## src/rtl/phoenix_vc_buffer_if.sv

```systemverilog
`default_nettype none
// ============================================================================
// Module      : phoenix_vc_buffer_if
// Description : Flit ingress, routing request and crossbar handshake bundle
//               of the multi-VC router input buffer.
// Revision    : 1.0 - initial release
// ============================================================================
interface phoenix_vc_buffer_if #(
   parameter int FLIT_W = 16,
   parameter int NUM_VC = 2
);
   localparam int VC_W = (NUM_VC > 1) ? $clog2(NUM_VC) : 1;

   logic                     rx;
   logic [VC_W-1:0]          rx_vc;
   logic [FLIT_W-1:0]        data_in;
   logic [NUM_VC-1:0]        credit_o;
   logic [NUM_VC-1:0]        overflow;
   logic [NUM_VC-1:0]        h;
   logic [NUM_VC-1:0]        ack_h;
   logic [NUM_VC-1:0]        data_av;
   logic [NUM_VC-1:0]        data_ack;
   logic [NUM_VC-1:0]        sender;
   logic [NUM_VC*FLIT_W-1:0] data;

   modport slave (
      input  rx, rx_vc, data_in, ack_h, data_ack,
      output credit_o, overflow, h, data_av, sender, data
   );

   modport master (
      output rx, rx_vc, data_in, ack_h, data_ack,
      input  credit_o, overflow, h, data_av, sender, data
   );
endinterface
`default_nettype wire

```

## src/rtl/phoenix_vc_buffer.sv

```systemverilog
`default_nettype none
// ============================================================================
// Module      : phoenix_vc_buffer
// Description : Router input buffer with one FIFO and one packet FSM per VC.
// Revision    : 1.0 - initial release
// ============================================================================
module phoenix_vc_buffer #(
   parameter int FLIT_W = 16,
   parameter int DEPTH  = 4,
   parameter int NUM_VC = 2
) (
   input  logic               clock,
   input  logic               reset,
   phoenix_vc_buffer_if.slave vc_if
);
   localparam int VC_W  = (NUM_VC > 1) ? $clog2(NUM_VC) : 1;
   localparam int PTR_W = $clog2(DEPTH);
   localparam int CNT_W = $clog2(DEPTH) + 1;
   localparam logic [CNT_W-1:0] c_FULL_CNT = CNT_W'(DEPTH);

   typedef enum logic [0:0] {ST_IDLE = 1'b0, ST_SEND = 1'b1} state_t;
   typedef enum logic [1:0] {PH_HDR = 2'd0, PH_SIZE = 2'd1, PH_PAY = 2'd2} phase_t;

   function automatic logic [PTR_W-1:0] f_ptr_inc(input logic [PTR_W-1:0] p);
      return (p == PTR_W'(DEPTH - 1)) ? '0 : p + 1'b1;
   endfunction

   logic                     w_bad_vc;
   logic [NUM_VC-1:0]        w_credit;
   logic [NUM_VC-1:0]        w_ovf;
   logic [NUM_VC-1:0]        w_h;
   logic [NUM_VC-1:0]        w_av;
   logic [NUM_VC-1:0]        w_sender;
   logic [NUM_VC*FLIT_W-1:0] w_data;

   // Out-of-range VC selects are charged to the last VC's overflow flag
   assign w_bad_vc = vc_if.rx & ({1'b0, vc_if.rx_vc} >= (VC_W + 1)'(NUM_VC));

   generate
      for (genvar v = 0; v < NUM_VC; v++) begin : g_vc
         logic [FLIT_W-1:0] r_mem [DEPTH];
         logic [PTR_W-1:0]  r_rd_ptr;
         logic [PTR_W-1:0]  r_wr_ptr;
         logic [CNT_W-1:0]  r_count;
         logic [FLIT_W-1:0] r_rem;
         logic [FLIT_W-1:0] w_rem_nxt;
         state_t            r_state;
         state_t            w_state_nxt;
         phase_t            r_phase;
         phase_t            w_phase_nxt;
         logic              r_ovf;
         logic [FLIT_W-1:0] w_head;
         logic              w_has_data;
         logic              w_full;
         logic              w_push;
         logic              w_av_v;
         logic              w_pop;
         logic              w_wr_en;
         logic              w_ovf_set;

         assign w_head     = r_mem[r_rd_ptr];
         assign w_has_data = (r_count != '0);
         assign w_full     = (r_count == c_FULL_CNT);
         assign w_push     = vc_if.rx & (vc_if.rx_vc == VC_W'(v));
         assign w_av_v     = (r_state == ST_SEND) & w_has_data;
         assign w_pop      = w_av_v & vc_if.data_ack[v];
         assign w_wr_en    = w_push & (~w_full | w_pop);
         assign w_ovf_set  = (w_push & w_full & ~w_pop) | ((v == NUM_VC - 1) && w_bad_vc);

         always_ff @(posedge clock) begin
            if (reset) begin
               r_rd_ptr <= '0;
               r_wr_ptr <= '0;
               r_count  <= '0;
            end else begin
               if (w_wr_en) begin
                  r_mem[r_wr_ptr] <= vc_if.data_in;
                  r_wr_ptr        <= f_ptr_inc(r_wr_ptr);
               end
               if (w_pop) begin
                  r_rd_ptr <= f_ptr_inc(r_rd_ptr);
               end
               case ({w_wr_en, w_pop})
                  2'b10:   r_count <= r_count + 1'b1;
                  2'b01:   r_count <= r_count - 1'b1;
                  default: r_count <= r_count;
               endcase
            end
         end

         always_ff @(posedge clock) begin
            if (reset) begin
               r_state <= ST_IDLE;
               r_phase <= PH_HDR;
               r_rem   <= '0;
               r_ovf   <= 1'b0;
            end else begin
               r_state <= w_state_nxt;
               r_phase <= w_phase_nxt;
               r_rem   <= w_rem_nxt;
               if (w_ovf_set) begin
                  r_ovf <= 1'b1;
               end
            end
         end

         always_comb begin
            w_state_nxt = r_state;
            w_phase_nxt = r_phase;
            w_rem_nxt   = r_rem;
            case (r_state)
               ST_IDLE: begin
                  if (vc_if.ack_h[v] & w_has_data) begin
                     w_state_nxt = ST_SEND;
                     w_phase_nxt = PH_HDR;
                  end
               end
               ST_SEND: begin
                  if (w_pop) begin
                     case (r_phase)
                        PH_HDR: w_phase_nxt = PH_SIZE;
                        PH_SIZE: begin
                           w_rem_nxt = w_head;
                           if (w_head == '0) begin
                              w_state_nxt = ST_IDLE;
                              w_phase_nxt = PH_HDR;
                           end else begin
                              w_phase_nxt = PH_PAY;
                           end
                        end
                        PH_PAY: begin
                           w_rem_nxt = r_rem - 1'b1;
                           if (r_rem == FLIT_W'(1)) begin
                              w_state_nxt = ST_IDLE;
                              w_phase_nxt = PH_HDR;
                           end
                        end
                        default: begin
                           w_state_nxt = ST_IDLE;
                           w_phase_nxt = PH_HDR;
                        end
                     endcase
                  end
               end
               default: w_state_nxt = ST_IDLE;
            endcase
         end

         assign w_credit[v]                 = ~w_full | w_pop;
         assign w_ovf[v]                    = r_ovf;
         assign w_h[v]                      = (r_state == ST_IDLE) & w_has_data;
         assign w_av[v]                     = w_av_v;
         assign w_sender[v]                 = (r_state == ST_SEND);
         assign w_data[v*FLIT_W +: FLIT_W]  = w_head;
      end
   endgenerate

   assign vc_if.credit_o = w_credit;
   assign vc_if.overflow = w_ovf;
   assign vc_if.h        = w_h;
   assign vc_if.data_av  = w_av;
   assign vc_if.sender   = w_sender;
   assign vc_if.data     = w_data;
endmodule
`default_nettype wire

```

## src/flat_wrapper.sv

```systemverilog
// flat-port wrapper written by rule: the top's interface ports become plain ports
module phoenix_vc_buffer_flat 
#(
   parameter int FLIT_W = 16,
   parameter int DEPTH  = 4,
   parameter int NUM_VC = 2
)
  (clock, reset, vc_if_rx, vc_if_rx_vc, vc_if_data_in, vc_if_ack_h, vc_if_data_ack, vc_if_credit_o, vc_if_overflow, vc_if_h, vc_if_data_av, vc_if_sender, vc_if_data);
  phoenix_vc_buffer_if #(.FLIT_W(FLIT_W), .NUM_VC(NUM_VC)) vc_if_i ();
  input  logic clock;
  input  logic reset;
  input wire logic [$bits(vc_if_i.rx)-1:0] vc_if_rx;
  input wire logic [$bits(vc_if_i.rx_vc)-1:0] vc_if_rx_vc;
  input wire logic [$bits(vc_if_i.data_in)-1:0] vc_if_data_in;
  input wire logic [$bits(vc_if_i.ack_h)-1:0] vc_if_ack_h;
  input wire logic [$bits(vc_if_i.data_ack)-1:0] vc_if_data_ack;
  output wire logic [$bits(vc_if_i.credit_o)-1:0] vc_if_credit_o;
  output wire logic [$bits(vc_if_i.overflow)-1:0] vc_if_overflow;
  output wire logic [$bits(vc_if_i.h)-1:0] vc_if_h;
  output wire logic [$bits(vc_if_i.data_av)-1:0] vc_if_data_av;
  output wire logic [$bits(vc_if_i.sender)-1:0] vc_if_sender;
  output wire logic [$bits(vc_if_i.data)-1:0] vc_if_data;
  assign vc_if_i.rx = vc_if_rx;
  assign vc_if_i.rx_vc = vc_if_rx_vc;
  assign vc_if_i.data_in = vc_if_data_in;
  assign vc_if_i.ack_h = vc_if_ack_h;
  assign vc_if_i.data_ack = vc_if_data_ack;
  assign vc_if_credit_o = vc_if_i.credit_o;
  assign vc_if_overflow = vc_if_i.overflow;
  assign vc_if_h = vc_if_i.h;
  assign vc_if_data_av = vc_if_i.data_av;
  assign vc_if_sender = vc_if_i.sender;
  assign vc_if_data = vc_if_i.data;
  phoenix_vc_buffer #(.FLIT_W(FLIT_W), .DEPTH(DEPTH), .NUM_VC(NUM_VC)) u_core (.clock(clock), .reset(reset), .vc_if(vc_if_i));
endmodule
```

## config.mk

```make
export PLATFORM = sky130hd
export DESIGN_NAME = phoenix_vc_buffer_flat
export DESIGN_NICKNAME = d
export VERILOG_FILES = /design/src/rtl/phoenix_vc_buffer_if.sv /design/src/rtl/phoenix_vc_buffer.sv /design/src/flat_wrapper.sv
export SDC_FILE = /design/constraint.sdc
export NUM_CORES = 1
export LEC_CHECK = 0
export BUFFER_PORTS_ARGS = -buffer_cell sky130_fd_sc_hd__buf_2
export CORE_MARGIN = 3
export CORE_UTILIZATION = 45
export CTS_CLUSTER_SIZE = 30
export DETAILED_ROUTE_END_ITERATION = 10
export PLACE_DENSITY = 0.69
export SETUP_SLACK_MARGIN = 0.5
export SYNTH_ARGS = -nofsm -noshare
export SYNTH_HDL_FRONTEND = slang
export SYNTH_SLANG_ARGS = --single-unit
```

## constraint.sdc

```tcl
create_clock -name clock -period 2.95 [get_ports clock]
set_clock_uncertainty 0.2 [all_clocks]
set_input_delay 0.59 -clock clock [delete_from_list [all_inputs] [get_ports clock]]
set_output_delay 0.59 -clock clock [all_outputs]
set_load 0.05 [all_outputs]
```

======== Yosys cells after proc, flatten, opt, wreduce, memory -nomap -nowiden ========
Memories as Yosys holds them, arrays and structs flattened. A register that Yosys moved wholly into a read port is not among the register bits.
Cells that the tools add are included.
storage, ports and cells
  register bits after elaboration ......... 54
  bits of input ports ..................... 24
  memory bits (writable) .................. 128
  logic and storage cells ................. 129
  memories kept ........................... 2
cells by class
  add/sub/neg operators ................... 10
  bitwise gates (word level) .............. 25
  muxes and demuxes ....................... 42
  eq/ne operators ......................... 22
  reductions and logical operators ........ 14
memory list
  memory                words  bits a word  read ports  clocked after Yosys merged registers in  wr ports  RTL line                 source
  u_core.g_vc[0].r_mem  4      16           1           1                                        1         phoenix_vc_buffer.sv:41  logic [FLIT_W-1:0] r_mem [DEPTH];
  u_core.g_vc[1].r_mem  4      16           1           1                                        1         phoenix_vc_buffer.sv:41
operator list
  cell                     count
  $pmux W16 S2             2
  $eq A16 B1 Y1 const B    2
  $logic_not A16 Y1        2
  $mux W2                  16
  $sub A16 B1 Y16 const B  2
  $and A1 B1 Y1            16
  $eq A2 B2 Y1 const B     8
  $mux W1                  14
  $pmux W2 S3              2
  $pmux W3 S2              2
  $reduce_and A3 Y1        4
  $add A2 B1 Y2 const B    4
  $eq A2 B1 Y1 const B     4
  $pmux W2 S2              2
  $reduce_bool A2 Y1       4
  $not A1 Y1               7
  $add A3 B1 Y3 const B    2
  $eq A3 B3 Y1 const B     2
  $ne A3 B3 Y1 const B     2
  $pmux W1 S3              2
  $reduce_bool A3 Y1       2
  $sub A3 B1 Y3 const B    2
  $logic_not A2 Y1         2
  $ne A2 B1 Y1 const B     2
  3 further kinds          6

======== Longest topological paths before layout ========
  depth after elaboration ................. 8
  depth in mapped cells ................... 10
  gate-level depth less buffers ........... 9

======== Worst setup path before layout ========
Ideal clock, no wire load.
  path type ............................... input -> register
  from .................................... in vc_if_data_ack[1]
  to ...................................... reg u_core.g_vc[1].r_count[2]
  arrival ................................. 2685 ps
  path slack .............................. -5 ps
  stages .................................. 9
  cells stage by stage .................... a211oi_1 > nand2_1 > nand3_1 > ha_1 > inv_1 > fa_1 > xor2_1 > or3_1 > a21oi_1
on the way
  word-level cells in the longest chain between the ends .. 5
ends and longest elaborated chain
  element                                                   RTL line                 source
  start, declared                                           flat_wrapper.sv:16       input wire logic [$bits(vc_if_i.data_ack)-1:0] vc_if_data_ack;
  $and A1 B1 Y1 (*)                                         phoenix_vc_buffer.sv:66  assign w_pop = w_av_v & vc_if.data_ack[v];
  $or A1 B1 Y1 (*)                                          --
  named net vc_if_credit_o[1]                               flat_wrapper.sv:17       output wire logic [$bits(vc_if_i.credit_o)-1:0] vc_if_credit_o;
  $and A1 B1 Y1 (*)                                         phoenix_vc_buffer.sv:67  assign w_wr_en = w_push & (~w_full | w_pop);
  $eq A2 B1 Y1 / $eq A2 B2 Y1 (equally long branches)       phoenix_vc_buffer.sv:83  case ({w_wr_en, w_pop})
  $pmux W3 S2 / $reduce_bool A2 Y1 (equally long branches)  --
  end signal, assigned                                      phoenix_vc_buffer.sv:84  2'b10: r_count <= r_count + 1'b1;
  end signal, assigned                                      phoenix_vc_buffer.sv:85  2'b01: r_count <= r_count - 1'b1;
  end signal, assigned                                      phoenix_vc_buffer.sv:86  default: r_count <= r_count;
  end, declared                                             phoenix_vc_buffer.sv:44  logic [CNT_W-1:0] r_count;
Mark *: on every way through the listed nets, which the timed path passes. The rest lies on a longest branch.
A chain may end at the register's enable or synchronous reset.

==> out/metrics.csv <==
stage,metric,value,unit
outcome,status,completed,
floorplanning,number of ports placed on the die boundary,66,
global_route,GR Overflow Total,0,
routing,vias post-DR,5732,
floorplanning,Std-Cell Rows,48,
logic_synthesis,Syn Nets,683,
global_route,vias in the first global route,5679,
job,number of maximum-capacitance constraint violations,0,
clock_network,clock buffer depth,2,
logic_synthesis,number of enable flip-flop cells after synthesis,128,
logic_synthesis,mapped cell area,8278,um^2
routing,drt first pass iters,5,
logic_synthesis,primary flip-flop cell chosen by synthesis mapping,sky130_fd_sc_hd__edfxtp_1,
placed_design,count of input and output buffers,65,
clock_network,"Clk pin slew, worst setup/hold paths",0.06,ns
critical_path,critical path data required time,2.16,ns
routing,DRC violations left,0,
logic_synthesis,sequential cell area fraction in the yosys report,60.46,%
floorplanning,floorplan die width,141.6,um
final_layout,Final Instance Area,10080,um^2
timing,Final Setup Violations,0,
final_layout,layout cell share with drive strength beyond 1,29.38,%
final_layout,"commonest non-fill, non-tap cell in the layout",sky130_fd_sc_hd__edfxtp_1,
min_path,classification of the worst-slack hold path,input port to register,
clock_network,number of H-tree branching levels,4,
timing,total count of max-transition violations in the final report,0,
routing,Starting DRT DRC Count,673,
timing,final critical path time including I/O delays and setup,2.548,ns
critical_path,kind of critical path,register to primary output,
clock_network,number of clock sinks seen by CTS,186,
power_and_ir_drop,power density cells,542.0,nW/um^2
floorplanning,starting utilization of the core area,46.88,%
final_layout,signed area change from the synthesized netlist to the final layout,21.74,%
global_route,global-route wire length before repair,30.97,mm
final_layout,final net count,780,
global_route,total track usage,20.01,%
clock_network,Num CTS Buffers,17,
global_route,maximum number of pins on one net before global-route repair,57,
timing,setup TNS,0,ns
timing,worst slack on hold paths,0.2495,ns
logic_synthesis,mean instance size in the synthesized netlist,13.08,um^2
timing,relative max-transition margin,51.82,%
timing,fin crit share,86.38,%
critical_path,kind of start point of the critical path,register,
timing,Final Hold Fails,0,
timing,transition time at the pin with the least slew margin,0.7172,ns
critical_path,kind of end point of the critical path,primary output,
placed_design,GP Congestion,0.8431,
logic_synthesis,count of mapped cells out of synthesis,633,
timing,setup repair after global routing missed its margin,true,
final_layout,Filler cells,1371,
logic_synthesis,number of distinct library cells after synthesis,63,
clock_network,clock tree from TritonCTS,done,
power_and_ir_drop,leakage component of the power,0.003507,uW
logic_synthesis,Synth Warn #,0,
final_layout,"top library cells by usage in the layout, fill and taps aside","128 x sky130_fd_sc_hd__edfxtp_1, 50 x sky130_fd_sc_hd__dfxtp_1, 48 x sky130_fd_sc_hd__a21oi_1",
clock_network,"Hold-fix buffers, CTS",0,
routing,final wirelength,19.77,mm
logic_synthesis,post-synthesis async set-or-reset flop share,0,%
routing,final routed wire length divided by cell count,20.44,um
routing,via-per-instance ratio,5.928,
critical_path,Critical Path Fanout Max,8,
timing,f_max,392.5,MHz
floorplanning,y dimension of the die,141.6,um
global_route,antenna violations before repair,0,
critical_path,Worst Path Arrival,1.76,ns
routing,count of nets left with antenna violations after detail routing,0,
final_layout,final std cells w/o fill,967,
placed_design,HPWL after DPL,12.93,mm
logic_synthesis,post-synthesis register bit count,186,
power_and_ir_drop,worst voltage drop across the vdd grid,0.0003208,V
placed_design,area of placed instances,8895,um^2
clock_network,latest clock arrival within the worst-skew pair,0.43,ns
floorplanning,overall die area,20060,um^2
clock_network,Root Driver,sky130_fd_sc_hd__clkbuf_16,
final_layout,number of antenna diodes,0,
floorplanning,area inside the core boundary,17660,um^2
placed_design,number of cells after detailed placement,903,
metal layers:
metal  vias to the layer above  global-route usage, %  wire, um
met2                       221                  32.45      9978
met1                      2872                  26.81      8292
met3                        27                  3.977      1146
met5                         -                      0         0
li1                       2612                      -         -
met4                         0                  7.677       350
area by class of cell:
cell class | instances | area [um^2] | area share, %
sequential | 186 | 5020 | 49.81
multi-input combinational | 382 | 3118 | 30.94
timing repair buffer | 115 | 977.2 | 9.697
clock buffer | 18 | 429.2 | 4.259
tap | 225 | 281.5 | 2.794
clock inverter | 13 | 143.9 | 1.428
inverter | 28 | 107.6 | 1.068
per-stage QoR:
stage                     power (uW)  utilization [%]  setup WS (ns)
after floorplan                 3114                -         0.4915
after global placement          3209            50.38         0.4478
after detailed placement        3219            50.38         0.3479
after CTS                       5477            56.50         0.3573
after global routing            5627            57.07         0.3570
final                           5461            57.07         0.4019
critical path, cell delays in order (launching register included):
cell and delay [ns]:
sky130_fd_sc_hd__dfxtp_4 0.39, sky130_fd_sc_hd__buf_16 0.15, sky130_fd_sc_hd__mux4_2 0.60, sky130_fd_sc_hd__buf_6 0.19
cell usage after synthesis (5+ instances only):
cell type / count / area [um^2]
sky130_fd_sc_hd__o32ai_1: 5 / 43.79
sky130_fd_sc_hd__a21o_1: 5 / 37.54
sky130_fd_sc_hd__nand4_1: 9 / 56.30
sky130_fd_sc_hd__o21ai_1: 11 / 55.05
sky130_fd_sc_hd__a21oi_1: 48 / 240.2
sky130_fd_sc_hd__mux4_2: 32 / 720.7
sky130_fd_sc_hd__nor2_1: 42 / 157.7
sky130_fd_sc_hd__o21ai_0: 18 / 90.09
sky130_fd_sc_hd__or3_1: 7 / 43.79
sky130_fd_sc_hd__nand2_1: 48 / 180.2
sky130_fd_sc_hd__nor3_1: 11 / 55.05
sky130_fd_sc_hd__ha_1: 24 / 300.3
sky130_fd_sc_hd__inv_1: 27 / 101.4
sky130_fd_sc_hd__nand3_1: 9 / 45.04
sky130_fd_sc_hd__dfxtp_1: 58 / 1161
sky130_fd_sc_hd__o31ai_1: 6 / 45.04
sky130_fd_sc_hd__nand2b_1: 6 / 37.54
sky130_fd_sc_hd__a211oi_1: 11 / 82.58
sky130_fd_sc_hd__clkbuf_1: 20 / 75.07
sky130_fd_sc_hd__buf_4: 6 / 45.04
sky130_fd_sc_hd__o22ai_1: 5 / 31.28
sky130_fd_sc_hd__and2_1: 14 / 87.58
sky130_fd_sc_hd__nor4_1: 6 / 37.54
sky130_fd_sc_hd__edfxtp_1: 128 / 3844
sky130_fd_sc_hd__nor4_2: 6 / 75.07
final timing paths:
kind                                startpoint                                    to  slack, ns  depth (start not counted)
max reg2reg                           register     u_core.g_vc[1].r_state$_SDFF_PP0_       0.51                          7
max                                   register                        vc_if_data[19]       0.40                          3
min                           vc_if_data_in[8]  u_core.g_vc[0].r_mem[3][8]$_DFFE_PP_       0.25                          1
min reg2reg  u_core.g_vc[1].r_ovf$_SDFFE_PP0P_     u_core.g_vc[1].r_ovf$_SDFFE_PP0P_       0.28                          2
flip-flops by register name, summed over array words and instances, names as in the netlist, named ones only:
name,flops
u_core.g_vc.r_ovf,2
u_core.g_vc.r_mem,128
u_core.g_vc.r_phase,4
u_core.g_vc.r_count,6
u_core.g_vc.r_state,2
u_core.g_vc.r_rd_ptr,4
u_core.g_vc.r_wr_ptr,4
u_core.g_vc.r_rem,32
where the power goes:
part,internal [uW],switching (uW)
combinational,137,243
clock,1250,985
sequential,2820,27.1
cells by family (layout without fill, tap and decap cells):
| kind of cell | count (synthesis) | in the layout | share of synthesized area (%) |
|---|---|---|---|
| adders and majority gates | 26 | 26 | 4.111 |
| DFF | 186 | 186 | 60.46 |
| xor gates and xnor gates | 4 | 4 | 0.4232 |
| muxes | 36 | 36 | 9.205 |
| buffers and inverters | 65 | 174 | 3.688 |
| AOI/OAI and AO/OA | 140 | 140 | 10.79 |
| and+or+nand+nor | 176 | 176 | 11.32 |
what timing repair did:
item / CTS / global route
setup buffers: 27 / 4
gates resized for setup: 79 / 19
endpoints found under the setup margin: 34 / 105
gates cloned: 2 / 0
pin swaps: 0 / 2
Note: power is estimated with default switching activity, not from simulation.
